$ cat src/rtl/audio_sampler_if.sv
// Sample-path bundle between the ADC front end and the audio sampler.
// The sampler is the slave: it consumes mic codes and produces strobed audio.
interface audio_sampler_if;
    logic        [11:0] mic_in;
    logic               mic_valid_in;
    logic signed [7:0]  audio_out;
    logic               audio_valid_out;

    modport master (
        output mic_in,
        output mic_valid_in,
        input  audio_out,
        input  audio_valid_out
    );

    modport slave (
        input  mic_in,
        input  mic_valid_in,
        output audio_out,
        output audio_valid_out
    );
endinterface

$ cat src/rtl/audio_sampler.sv
// Decimating microphone sampler with gain/saturation and a debounced
// record-button FSM that counts strobes into a bounded downstream buffer.
//
// state | meaning
// IDLE  | not recording; sample count holds its last value
// REC   | record_out high; each audio strobe bumps the sample count
// FULL  | buffer filled to MAX_SAMPLES; wait for button release
module audio_sampler #(
    parameter int CYCLES_PER_SAMPLE = 8333,
    parameter int MAX_SAMPLES       = 18000,
    parameter int GAIN_SHIFT        = 2,
    parameter int DEBOUNCE_CYCLES   = 1000000
) (
    input  logic          clk_in,
    input  logic          rst_n_in,
    audio_sampler_if.slave bus,
    input  logic          record_btn_in,
    output logic          record_out,
    output logic          full_out,
    output logic [15:0]   sample_count_out
);

    localparam int PW = (CYCLES_PER_SAMPLE > 1) ? $clog2(CYCLES_PER_SAMPLE) : 1;
    localparam int DW = $clog2(DEBOUNCE_CYCLES + 1);
    localparam int SHIFT = 4 - GAIN_SHIFT;
    localparam logic [PW-1:0] PERIOD_LAST = PW'(CYCLES_PER_SAMPLE - 1);
    localparam logic [DW-1:0] DEB_LAST    = DW'(DEBOUNCE_CYCLES - 1);
    localparam logic [15:0]   MAX_COUNT   = 16'(MAX_SAMPLES);

    typedef enum logic [1:0] {IDLE, REC, FULL} state_t;

    logic        [11:0]   hold;
    logic        [PW-1:0] period_cnt;
    logic                 terminal;
    logic        [11:0]   sample_src;
    logic signed [12:0]   centered;
    logic signed [12:0]   scaled;
    logic signed [7:0]    saturated;
    logic signed [7:0]    audio;
    logic                 audio_valid;

    logic                 btn_meta;
    logic                 btn_sync;
    logic                 deb_level;
    logic        [DW-1:0] deb_cnt;
    logic                 deb_differs;
    logic                 deb_done;
    logic                 deb_rise;
    logic                 deb_fall;

    state_t               state;
    state_t               state_next;
    logic        [15:0]   count;
    logic        [15:0]   count_next;

    // Sample datapath: the terminal cycle's own valid code bypasses the hold register
    assign terminal   = (period_cnt == PERIOD_LAST);
    assign sample_src = bus.mic_valid_in ? bus.mic_in : hold;
    assign centered   = $signed({1'b0, sample_src}) - 13'sd2048;
    assign scaled     = centered >>> SHIFT;

    always_comb begin
        saturated = scaled[7:0];
        if (scaled > 13'sd127) begin
            saturated = 8'sd127;
        end else if (scaled < -13'sd128) begin
            saturated = -8'sd128;
        end
    end

    always_ff @(posedge clk_in or negedge rst_n_in) begin
        if (!rst_n_in) begin
            hold        <= 12'd2048;
            period_cnt  <= '0;
            audio       <= '0;
            audio_valid <= 1'b0;
        end else begin
            if (bus.mic_valid_in) begin
                hold <= bus.mic_in;
            end
            period_cnt  <= terminal ? '0 : period_cnt + PW'(1);
            audio_valid <= terminal;
            if (terminal) begin
                audio <= saturated;
            end
        end
    end

    assign bus.audio_out       = audio;
    assign bus.audio_valid_out = audio_valid;

    // Button: two-flop synchronizer, then a level that only moves after
    // DEBOUNCE_CYCLES consecutive disagreeing cycles
    assign deb_differs = (btn_sync != deb_level);
    assign deb_done    = deb_differs && (deb_cnt == DEB_LAST);
    assign deb_rise    = deb_done && btn_sync;
    assign deb_fall    = deb_done && !btn_sync;

    always_ff @(posedge clk_in or negedge rst_n_in) begin
        if (!rst_n_in) begin
            btn_meta  <= 1'b0;
            btn_sync  <= 1'b0;
            deb_level <= 1'b0;
            deb_cnt   <= '0;
        end else begin
            btn_meta <= record_btn_in;
            btn_sync <= btn_meta;
            if (!deb_differs) begin
                deb_cnt <= '0;
            end else if (deb_done) begin
                deb_cnt   <= '0;
                deb_level <= btn_sync;
            end else begin
                deb_cnt <= deb_cnt + DW'(1);
            end
        end
    end

    always_ff @(posedge clk_in or negedge rst_n_in) begin
        if (!rst_n_in) begin
            state <= IDLE;
            count <= '0;
        end else begin
            state <= state_next;
            count <= count_next;
        end
    end

    // A release coinciding with the final strobe wins: the strobe is counted
    // but the FSM returns to IDLE rather than FULL
    always_comb begin
        state_next = state;
        count_next = count;
        case (state)
            IDLE: begin
                if (deb_rise) begin
                    state_next = REC;
                    count_next = '0;
                end
            end
            REC: begin
                if (audio_valid && (count < MAX_COUNT)) begin
                    count_next = count + 16'd1;
                end
                if (deb_fall) begin
                    state_next = IDLE;
                end else if (audio_valid && (count_next == MAX_COUNT)) begin
                    state_next = FULL;
                end
            end
            FULL: begin
                if (deb_fall) begin
                    state_next = IDLE;
                end
            end
            default: begin
                state_next = IDLE;
            end
        endcase
    end

    assign record_out       = (state == REC);
    assign full_out         = (state == FULL);
    assign sample_count_out = count;

endmodule

$ cat src/flat_wrapper.sv
// flat-port wrapper written by rule: the top's interface ports become plain ports
module audio_sampler_flat 
#(
    parameter int CYCLES_PER_SAMPLE = 8333,
    parameter int MAX_SAMPLES       = 18000,
    parameter int GAIN_SHIFT        = 2,
    parameter int DEBOUNCE_CYCLES   = 1000000
)
  (clk_in, rst_n_in, record_btn_in, record_out, full_out, sample_count_out, bus_mic_in, bus_mic_valid_in, bus_audio_out, bus_audio_valid_out);
  audio_sampler_if bus_i ();
  input  logic clk_in;
  input  logic rst_n_in;
  input  logic record_btn_in;
  output logic record_out;
  output logic full_out;
  output logic [15:0] sample_count_out;
  input wire logic [$bits(bus_i.mic_in)-1:0] bus_mic_in;
  input wire logic [$bits(bus_i.mic_valid_in)-1:0] bus_mic_valid_in;
  output wire logic [$bits(bus_i.audio_out)-1:0] bus_audio_out;
  output wire logic [$bits(bus_i.audio_valid_out)-1:0] bus_audio_valid_out;
  assign bus_i.mic_in = bus_mic_in;
  assign bus_i.mic_valid_in = bus_mic_valid_in;
  assign bus_audio_out = bus_i.audio_out;
  assign bus_audio_valid_out = bus_i.audio_valid_out;
  audio_sampler #(.CYCLES_PER_SAMPLE(CYCLES_PER_SAMPLE), .MAX_SAMPLES(MAX_SAMPLES), .GAIN_SHIFT(GAIN_SHIFT), .DEBOUNCE_CYCLES(DEBOUNCE_CYCLES)) u_core (.clk_in(clk_in), .rst_n_in(rst_n_in), .bus(bus_i), .record_btn_in(record_btn_in), .record_out(record_out), .full_out(full_out), .sample_count_out(sample_count_out));
endmodule
$ cat config.mk
export PLATFORM = sky130hd
export DESIGN_NAME = audio_sampler_flat
export DESIGN_NICKNAME = d
export VERILOG_FILES = /design/src/rtl/audio_sampler_if.sv /design/src/rtl/audio_sampler.sv /design/src/flat_wrapper.sv
export SDC_FILE = /design/constraint.sdc
export NUM_CORES = 1
export LEC_CHECK = 0
export ABC_AREA = 1
export CAP_MARGIN = 5
export CORE_ASPECT_RATIO = 0.8
export CORE_MARGIN = 2
export CORE_UTILIZATION = 57
export DETAILED_ROUTE_END_ITERATION = 7
export GPL_TIMING_DRIVEN = 0
export PLACE_DENSITY = 0.84
export SLEW_MARGIN = 30
export SYNTH_ARGS = -nofsm -noshare
export SYNTH_HDL_FRONTEND = slang
export SYNTH_SLANG_ARGS = --single-unit
$ cat constraint.sdc
create_clock -name clk_in -period 2.36 [get_ports clk_in]
set_input_delay 0.354 -clock clk_in [delete_from_list [all_inputs] [get_ports clk_in]]
set_output_delay 0.354 -clock clk_in [all_outputs]
set_load 0.01 [all_outputs]
; Yosys cells after proc, flatten, opt, wreduce, memory -nomap -nowiden
; Index checks and enable logic that the tools add are counted.
[word_totals]
regBits = 76
in_bits = 16
output_inout_bits = 27
[classes]
addsub = 4
order_cmp = 3
n_eq_ne = 9
n_mux = 15
n_reduce_logical = 11
[ops]
columns = cell, count
row1 = $mux 16, 3
row2 = $mux 20, 2
row3 = $pmux 16 s2, 1
row4 = $add 20x1->20 const B, 1
row5 = $eq 20x20->1 const B, 1
row6 = $add 16x1->16 const B, 1
row7 = $eq 16x15->1 const B, 1
row8 = $lt 16x15->1 const B, 1
row9 = $mux 8, 2
row10 = $add 14x1->14 const B, 1
row11 = $eq 14x14->1 const B, 1
row12 = $mux 14, 1
row13 = $sub 12x12->13 const B, 1
row14 = $mux 12, 1
row15 = $gt 11x8->1 const B, 1
row16 = $lt 11x8->1 const B, 1
row17 = $mux 2, 4
row18 = $pmux 2 s3, 1
row19 = $logic_and 1x1->1, 5
row20 = $ne 2x1->1 const B, 2
row21 = $reduce_and 2->1, 2
row22 = $ne 3x1->1 const B, 1
row23 = $reduce_and 3->1, 1
row24 = $eq 2x1->1 const B, 1
row25 = other kinds (5), 5

; Logic depth before layout (Yosys ltp)
; Gate-level depths: netlist (run 1).
[logic_depth]
depth_word = 9
depth_mapped = 15

; Least setup slack after synthesis (run 1)
; No wires, ideal clock.
[synth_timing]
kind = register -> register
startpoint = register u_core.count[1], in the netlist u_core.sample_count_out[1]
endpoint = register u_core.state[0]
setup_time_ps = 121
t_arrival_ps = 1681
setup_slack_ps = 559
path_stages_with_launch = 15
path_buffers = 0
synth_period_minus_slack_ps = 1801
cell_sequence = dfrtp_1 -> ha_1 -> inv_1 -> nor2_2 -> nand2_1 -> nor2_2 -> nand3_1 -> nand2_1 -> nand2_1 -> nor2_2 -> nand3_1 -> nor2_1 -> nand3_1 -> nand2_1 -> nand2_1
[synth_via]
elab_chain_cells = 8
[synth_lines]
columns = element, line_no
row1 = from (decl), audio_sampler.sv:53  ; logic [15:0] count;
row2 = from (signal assigned), audio_sampler.sv:125  ; count <= count_next;
row3 = $lt 16x15->1, audio_sampler.sv:142  ; if (audio_valid && (count < MAX_COUNT)) begin
row4 = $logic_and 1x1->1, audio_sampler.sv:142
row5 = $mux 16 *, audio_sampler.sv:142
row6 = $mux 16 *, audio_sampler.sv:134  ; case (state)
row7 = $eq 16x15->1 *, audio_sampler.sv:147  ; end else if (audio_valid && (count_next == MAX_COUNT)) begin
row8 = $logic_and 1x1->1 *, audio_sampler.sv:147
row9 = $ne 3x1->1 (no source line) *, --
row10 = $reduce_and 3->1 (no source line) *, --
row11 = to (signal assigned), audio_sampler.sv:124  ; state <= state_next;
row12 = to (decl), audio_sampler.sv:51  ; state_t state;
; Mark *: on every way between the ends. The rest lies on a longest branch, timed or not. The select of a mux whose other input is x is not followed.
; A chain may end at the register's enable or synchronous reset.

; Worst setup path in the final report (run 1)
[layout_timing]
startpoint = register u_core.state[1]
endpoint = output port record_out
[layout_via]
elab_chain_cells = 1
[layout_lines]
columns = element, line_no
row1 = $eq 2x1->1, audio_sampler.sv:162  ; assign record_out = (state == REC);
row2 = to (decl), flat_wrapper.sv:14  ; output logic record_out;
; No other way between the ends.

==> results of run 1 <==
[sequential cells by signal, indices dropped and copies added (netlist names)]
name,cells
u_core.period_cnt,14
u_core.hold,10
u_core.state,2
u_core.bus.audio_valid_out,1
u_core.bus.audio_out,8
u_core.deb_level,1
u_core.btn_sync,1
u_core.deb_cnt,20
u_core.sample_count_out,16
u_core.btn_meta,1
[cell usage after synthesis (3+ instances only)]
library cell and n:
o21ai_0 24, o22ai_1 9, ha_1 4, nand4_1 17, nand3_2 3, xor2_1 9, buf_6 3, a21oi_1 22
inv_1 89, nor2_1 83, nand2_1 122, nand3b_1 3, nand3_1 36, mux2_2 7, clkbuf_1 3, nor4_1 5
dfrtp_1 73, xnor2_1 3, nor3_1 10, nor2_2 4
[worst max-delay path: stages, from the launching register on]
cell             delay, ps
dfrtp_1                400
nor2_1                 440
clkdlybuf4s50_1        640
[metal layers]
layer  GRT usage  routed length [um]  up-vias  part of all wire
li1            -                   -     1856                 -
met1       0.356                4270     1762              0.45
met2       0.413                4250      174              0.45
met3      0.0692                 829       24             0.087
met4      0.0986                 199        0             0.021
met5           0                   0        -                 0
[through the flow]
step                      setup WS [ps]  setup TNS, ps
after detailed placement          -54.3           -348
after CTS                           192              0
final                               160              0
after global placement            -1640        -119940
after global routing               3.97              0
after floorplan                     559              0
[layout make-up]
class,instances,share of cell area
flip-flops and latches,74,0.383
multi-input cells,375,0.379
clock inverters,7,0.0170
repair buffers,42,0.0899
clock buffers,9,0.0256
well taps,87,0.0225
plain buffers,9,0.0121
inverters,91,0.0705
[power groups by stage]
stage / Sequential (mW) / Clock (mW) / Combinational, mW
2_1_floorplan: 1.34 / 0 / 0.0587
5_1_grt: 1.32 / 1.12 / 0.177
3_5_place_dp: 1.34 / 0 / 0.155
3_3_place_gp: 1.34 / 0 / 0.145
6_report: 1.32 / 1.06 / 0.155
4_1_cts: 1.32 / 1.08 / 0.158
[cells by family (layout without fill, tap and decap cells)]
kind of cell	Yosys count	in the layout	synth area share
XOR/XNOR	12	12	0.0257
buffers and inverters	100	158	0.0979
multiplexers	7	7	0.0193
adder cells (fa/ha/maj)	4	4	0.0122
flip-flops	74	74	0.453
AO/OA/AOI/OAI	63	63	0.0835
AND/OR/NAND/NOR	289	289	0.308
[repair_timing]
| item | 4_1_cts | 5_1_grt |
|---|---|---|
| hold buffers | 1 | 0 |
| endpoints found under the hold margin | 22 | 0 |
| gates resized for setup | 0 | 2 |
| setup endpoints to repair | 0 | 3 |
[worst max-delay path by stage]
| stage | end | slack, ps | depth (start not counted) |
|---|---|---|---|
| floorplan | u_core.state[0]$_DFFE_PN0P_ | 560 | 14 |
| global placement | u_core.bus.audio_out[4]$_DFFE_PN0P_ | -1640 | 1 |
| detailed placement | u_core.bus.audio_out[4]$_DFFE_PN0P_ | -50 | 7 |
| CTS | record_out | 190 | 2 |
| global route | u_core.state[1]$_DFFE_PN0P_ | 4 | 13 |
| finish | record_out | 160 | 2 |
[layout by cell type (no fill, tap or decap), types with 4 or more instances in the layout]
cell type,n
a21oi_1,22
clkbuf_8,9
clkdlybuf4s50_1,39
dfrtp_1,72
ha_1,4
inv_1,89
mux2_2,7
nand2_1,122
nand3_1,36
nand4_1,17
nor2_1,82
nor2_2,5
nor3_1,10
nor4_1,5
o21ai_0,24
o22ai_1,9
xor2_1,9
==> qor.csv, run 1 <==
stage,metric,value,unit
run_status,status,"complete, no violations",
final_layout,n_antenna_cell,0,
final_layout,final_area,4840,sq um
logic_synthesis,synth_top_area_frac,0.447,
clock_tree,cts_buffer_depth,2,
timing,layout_worst_path_cycle_share,0.932,
final_layout,num-fill-cells,527,
power,pwr-share-comb,0.061,
power,power.internal,1.88,mW
global_route,overflow,0,
floorplanning,start_util,0.590,
global_route,antenna_found_initial,0,
placement,place_inst,677,
floorplanning,dieArea,7870,sq um
logic_synthesis,ys_ff_latch,74,
floorplanning,io-pin-count,43,
critical_path,cp_max_fo,7,
power,p_seq_frac,0.519,
drt,wl,9550,um
timing,setup_viol,0,
timing,finalHoldWorstSlack,351,ps
critical_path,cp-end-kind,output port,
final_layout,multi_input_area,1840,sq um
power,clkPwrFrac,0.420,
power,p_leak,2.30,nW
placement,place.gp.congestion,1.00,
critical_path,reg2regPathDepth,14,
drt,final_antenna_net_count,0,
placement,placed_area,4620,sq um
drt,via_per_inst,5.50,
final_layout,stdcell_count,694,
logic_synthesis,yosysWarnings,0,
critical_path,reg2reg_slack,170,ps
timing,grt_setup_unrepaired,no,
clock_tree,cts.sinks,74,
timing,worst_pin_slew,539,ps
power,swShare,0.258,
critical_path,worstSetupPathType,register to output port,
floorplanning,dieWidth,98.7,um
clock_tree,cts_tree,yes,
final_layout,register_area,1850,sq um
drt,wl_per_cell,13.8,um
global_route,grt_usage,0.264,
logic_synthesis,ys_top_cells_by_area,"dfrtp_1 (45%), nand2_1 (11%), inv_1 (8.2%), nor2_1 (7.6%), nand3_1 (4.4%)",
critical_path,required,2010,ps
power,powerDensity,523,nW/um^2
logic_synthesis,synthFlopType,dfrtp_1,
logic_synthesis,netlist_area,4090,sq um
global_route,grt_max_degree,53,
timing,clock_skew,13.0,ps
final_layout,num-nets-final,622,
power,max-vdd-ir-drop,0.590,mV
clock_tree,clkLatencyLatePin,370,ps
clock_tree,htreeDepth,3,
clock_tree,cts_setup_buffers,0,
critical_path,regToRegStartpoint,u_core.sample_count_out[0]$_DFFE_PN0P_,
timing,hold_violations,0,
floorplanning,core.rowCount,27,
hold_path,min_path_type,register to register,
global_route,grt_pass1_vias,3676,
placement,dp_hpwl,6880,um
final_layout,area_delta_synth_final,18.5,%
logic_synthesis,avgSynthCellArea,7.45,sq um
drt,firstDrtPassIters,5,
global_route,grt_pass1_wl,16500,um
critical_path,arrival,1850,ps
floorplanning,fp.coreArea,6930,sq um
hold_path,whs_path_depth,0,
hold_path,hold_end,u_core.btn_sync$_DFF_PN0_,
placement,port_buffers,40,
timing,fmax,0.455,GHz
drt,drc,0,
logic_synthesis,synth.distinct_cells,32,
drt,drt_iter0_drc,308,
clock_tree,cts_root_buf,clkbuf_8,
drt,dr_total_vias,3816,
critical_path,crit_path_start_kind,register,
hold_path,worstHoldStart,u_core.btn_meta$_DFF_PN0_,
logic_synthesis,synth-edff-count,0,
floorplanning,die_y,79.8,um
clock_tree,cts_buffers,9,
clock_tree,clkTransAtPathRegs,90,ps
logic_synthesis,ys_seq_area_frac,0.453,
timing,slew_viol_final,0,
flow_run,max_cap_violations,0,
logic_synthesis,yosys.area.top_type,dfrtp_1,
critical_path,startpoint,u_core.state[1]$_DFFE_PN0P_,
logic_synthesis,netlist_instances,549,
logic_synthesis,async_flop_share,1.00,
power,finalPower,2.54,mW
final_layout,fin_util,0.699,
timing,slew_headroom,0.639,
final_layout,drive_gt1_frac,0.0791,
logic_synthesis,synth_nets,569,
power,switchingPower,655,uW
critical_path,reg2reg_to,u_core.state[0]$_DFFE_PN0P_,
timing,fin_crit,2200,ps
Power figures use the tool's default switching activity.
==> inputs of run 2 (changes only) <==
- CORE_UTILIZATION: 57 -> 64
- DONT_BUFFER_PORTS: default -> 1
- clock period: 2.36 -> 2.16 ns (I/O delays scaled with it)
==> run 2 against run 1 <==
Effect of this change: register-to-register slack got worse by 120 ps; worst hold slack got worse by 220 ps; die area is 10% lower; clock power decreased by 9%; largest cell class is now multi-input combinational cells; final area decreased by 4.9%; sequential share of layout area grew 2.3 points; first-iteration DRC count up 32%; power shrank 0.55%.
==> qor.csv, run 2 (synthesis results as in run 1) <==
stage,metric,value,unit,change
final_layout,final_common_cell,nand2_1,,
clock_tree,cts.sinks,74,,unchanged
timing,hold_violations,0,,unchanged
final_layout,top_register,u_core.deb_cnt,,
timing,layout_worst_path_cycle_share,0.979,,
placement,dp_hpwl,6610,um,-4.0%
power,max-vdd-ir-drop,0.522,mV,-12%
drt,drc,0,,unchanged
floorplanning,core.rowCount,26,,-3.7%
floorplanning,dieArea,7050,sq um,-10%
power,p_leak,2.19,nW,-4.7%
critical_path,arrival,2390,ps,+540 ps
clock_tree,cts_tree,yes,,
timing,finalHoldWorstSlack,134,ps,-218 ps
placement,place.gp.congestion,0.985,,-1.7%
flow_run,max_cap_violations,0,,unchanged
clock_tree,cts_buffer_depth,2,,unchanged
hold_path,min_path_type,input pin to register,,
placement,placed_area,4190,sq um,-9.3%
clock_tree,cts_buffers,9,,unchanged
critical_path,cp-end-kind,register,,
final_layout,layout_common_cells,"nand2_1 (110), inv_1 (86), nor2_1 (74)",,
clock_tree,cts_root_buf,clkbuf_8,,
timing,fmax,0.473,GHz,
global_route,antenna_found_initial,0,,unchanged
final_layout,largest_register_ffs,20,,unchanged
critical_path,startpoint,u_core.sample_count_out[9]$_DFFE_PN0P_,,
timing,clock_skew,12.9,ps,-0.147 ps
timing,grt_setup_unrepaired,yes,,
critical_path,regToRegStartpoint,u_core.sample_count_out[9]$_DFFE_PN0P_,,
hold_path,worstHoldStart,bus_mic_in[8],,
final_layout,n_antenna_cell,0,,unchanged
critical_path,required,2440,ps,+430 ps
drt,wl_per_cell,15.7,um,+14%
floorplanning,die_y,75.5,um,-5.3%
global_route,overflow,0,,unchanged
clock_tree,clkLatencyLatePin,350,ps,-20 ps
timing,slew_headroom,0.531,,-0.108
clock_tree,clkTransAtPathRegs,90,ps,about the same
drt,wl,10300,um,+8.2%
critical_path,crit_path_start_kind,register,,
critical_path,critPathSlowestCell,dfrtp_2,,
floorplanning,start_util,0.651,,+0.0608
drt,final_antenna_net_count,0,,unchanged
placement,port_buffers,0,,-100%
floorplanning,io-pin-count,43,,unchanged
timing,slew_viol_final,0,,unchanged
critical_path,max_stage_delay,510,ps,-130 ps
final_layout,final_area,4610,sq um,-4.9%
final_layout,num-fill-cells,440,,-17%
final_layout,drive_gt1_frac,0.154,,+0.0745
floorplanning,dieWidth,93.4,um,-5.4%
timing,setup_viol,0,,unchanged
drt,drt_iter0_drc,406,,+32%
final_layout,area_delta_synth_final,12.7,%,
global_route,grt_pass1_wl,15200,um,-8.0%
global_route,grt_pass1_vias,3401,,-7.5%
drt,dr_total_vias,3854,,+1.0%
power,finalPower,2.52,mW,-0.55%
critical_path,worstSetupPathType,register to register,,
final_layout,num-nets-final,588,,-5.5%
critical_path,cp_cell_sequence,nand2_4 > buf_4 > nor2_4 > nand3_4 > buf_6 > nand4_1 > nand2_1 > nor2_4 > nand2_1 > nor2_1 > nand3_1 > a21oi_2,,
timing,fin_ws,46.1,ps,-114 ps
floorplanning,fp.coreArea,6280,sq um,-9.3%
run_status,status,"complete, no violations",,
clock_tree,htreeDepth,3,,unchanged
drt,firstDrtPassIters,8,,+3
drt,via_per_inst,5.87,,+6.7%
placement,dp_worst_setup_slack,-2.96,ps,+51.4 ps
critical_path,cp_max_fo,10,,+3
timing,worst_pin_slew,701,ps,+162 ps
power,powerDensity,547,nW/um^2,+4.6%
global_route,grt_usage,0.277,,+0.0136
timing,fin_crit,2110,ps,
global_route,grt_max_degree,75,,+42%
[run 2: cell type report]
cell class | count | area [sq um] | share of cell area
multi-input combinational | 375 | 1940 | 0.422
buffer | 8 | 63.8 | 0.0139
sequential | 74 | 1870 | 0.405
clock buffer | 10 | 128 | 0.0277
clock inverter | 6 | 43.8 | 0.00951
tap | 84 | 105 | 0.0228
inverter | 91 | 344 | 0.0747
timing repair buffer | 9 | 110 | 0.0239
[run 2: routing by layer]
layer	wire, um	track usage	vias up
met5	0	0	-
met4	275	0.0784	0
met3	983	0.0742	46
met2	4800	0.452	233
met1	4270	0.374	1789
li1	-	-	1786
[run 2: report_power, final]
group / internal (mW) / leakage (nW) / switching (mW)
combinational: 0.0397 / 1.15 / 0.0740
clock: 0.421 / 0.0866 / 0.541
sequential: 1.42 / 0.952 / 0.0239
total: 1.88 / 2.19 / 0.639
[run 2: worst max-delay path: cells and delay by family, from the launching register on]
family,cells,cell delay [ps]
simple gates,9,1040
buf+inv,2,340
flops,1,510
compound gates,1,150
[run 2: what timing repair did]
| action | 4_1_cts | 5_1_grt |
|---|---|---|
| endpoints found under the hold margin | 75 | 0 |
| buffers inserted | 0 | 5 |
| endpoints found under the setup margin | 2 | 24 |
| resized for setup | 2 | 51 |
| pin swaps | 0 | 17 |
| hold buffers | 3 | 0 |
| gates cloned | 0 | 1 |
[run 2: per-stage QoR]
| step | utilization | TNS, ps | instances |
|---|---|---|---|
| 3_3_place_gp | 0.668 | 0 | 633 |
| 3_5_place_dp | 0.668 | -2.96 | 633 |
| 4_1_cts | 0.703 | 0 | 652 |
| 2_1_floorplan | - | 0 | 549 |
| 5_1_grt | 0.734 | -193 | 657 |
| 6_report | 0.734 | 0 | 657 |
[run 2: final timing paths]
path                       slack (ps)                      endpoint  cells after the start
setup / recovery                   50   u_core.state[1]$_DFFE_PN0P_                     12
max in group asynchronous        1300     u_core.hold[11]$_DFF_PN1_                      2
hold / removal                    130      u_core.hold[8]$_DFF_PN0_                      1
setup reg to reg                   50   u_core.state[1]$_DFFE_PN0P_                     12
hold reg to reg                   390     u_core.btn_sync$_DFF_PN0_                      0
min in group asynchronous         500  u_core.deb_cnt[17]$_DFF_PN0_                      2
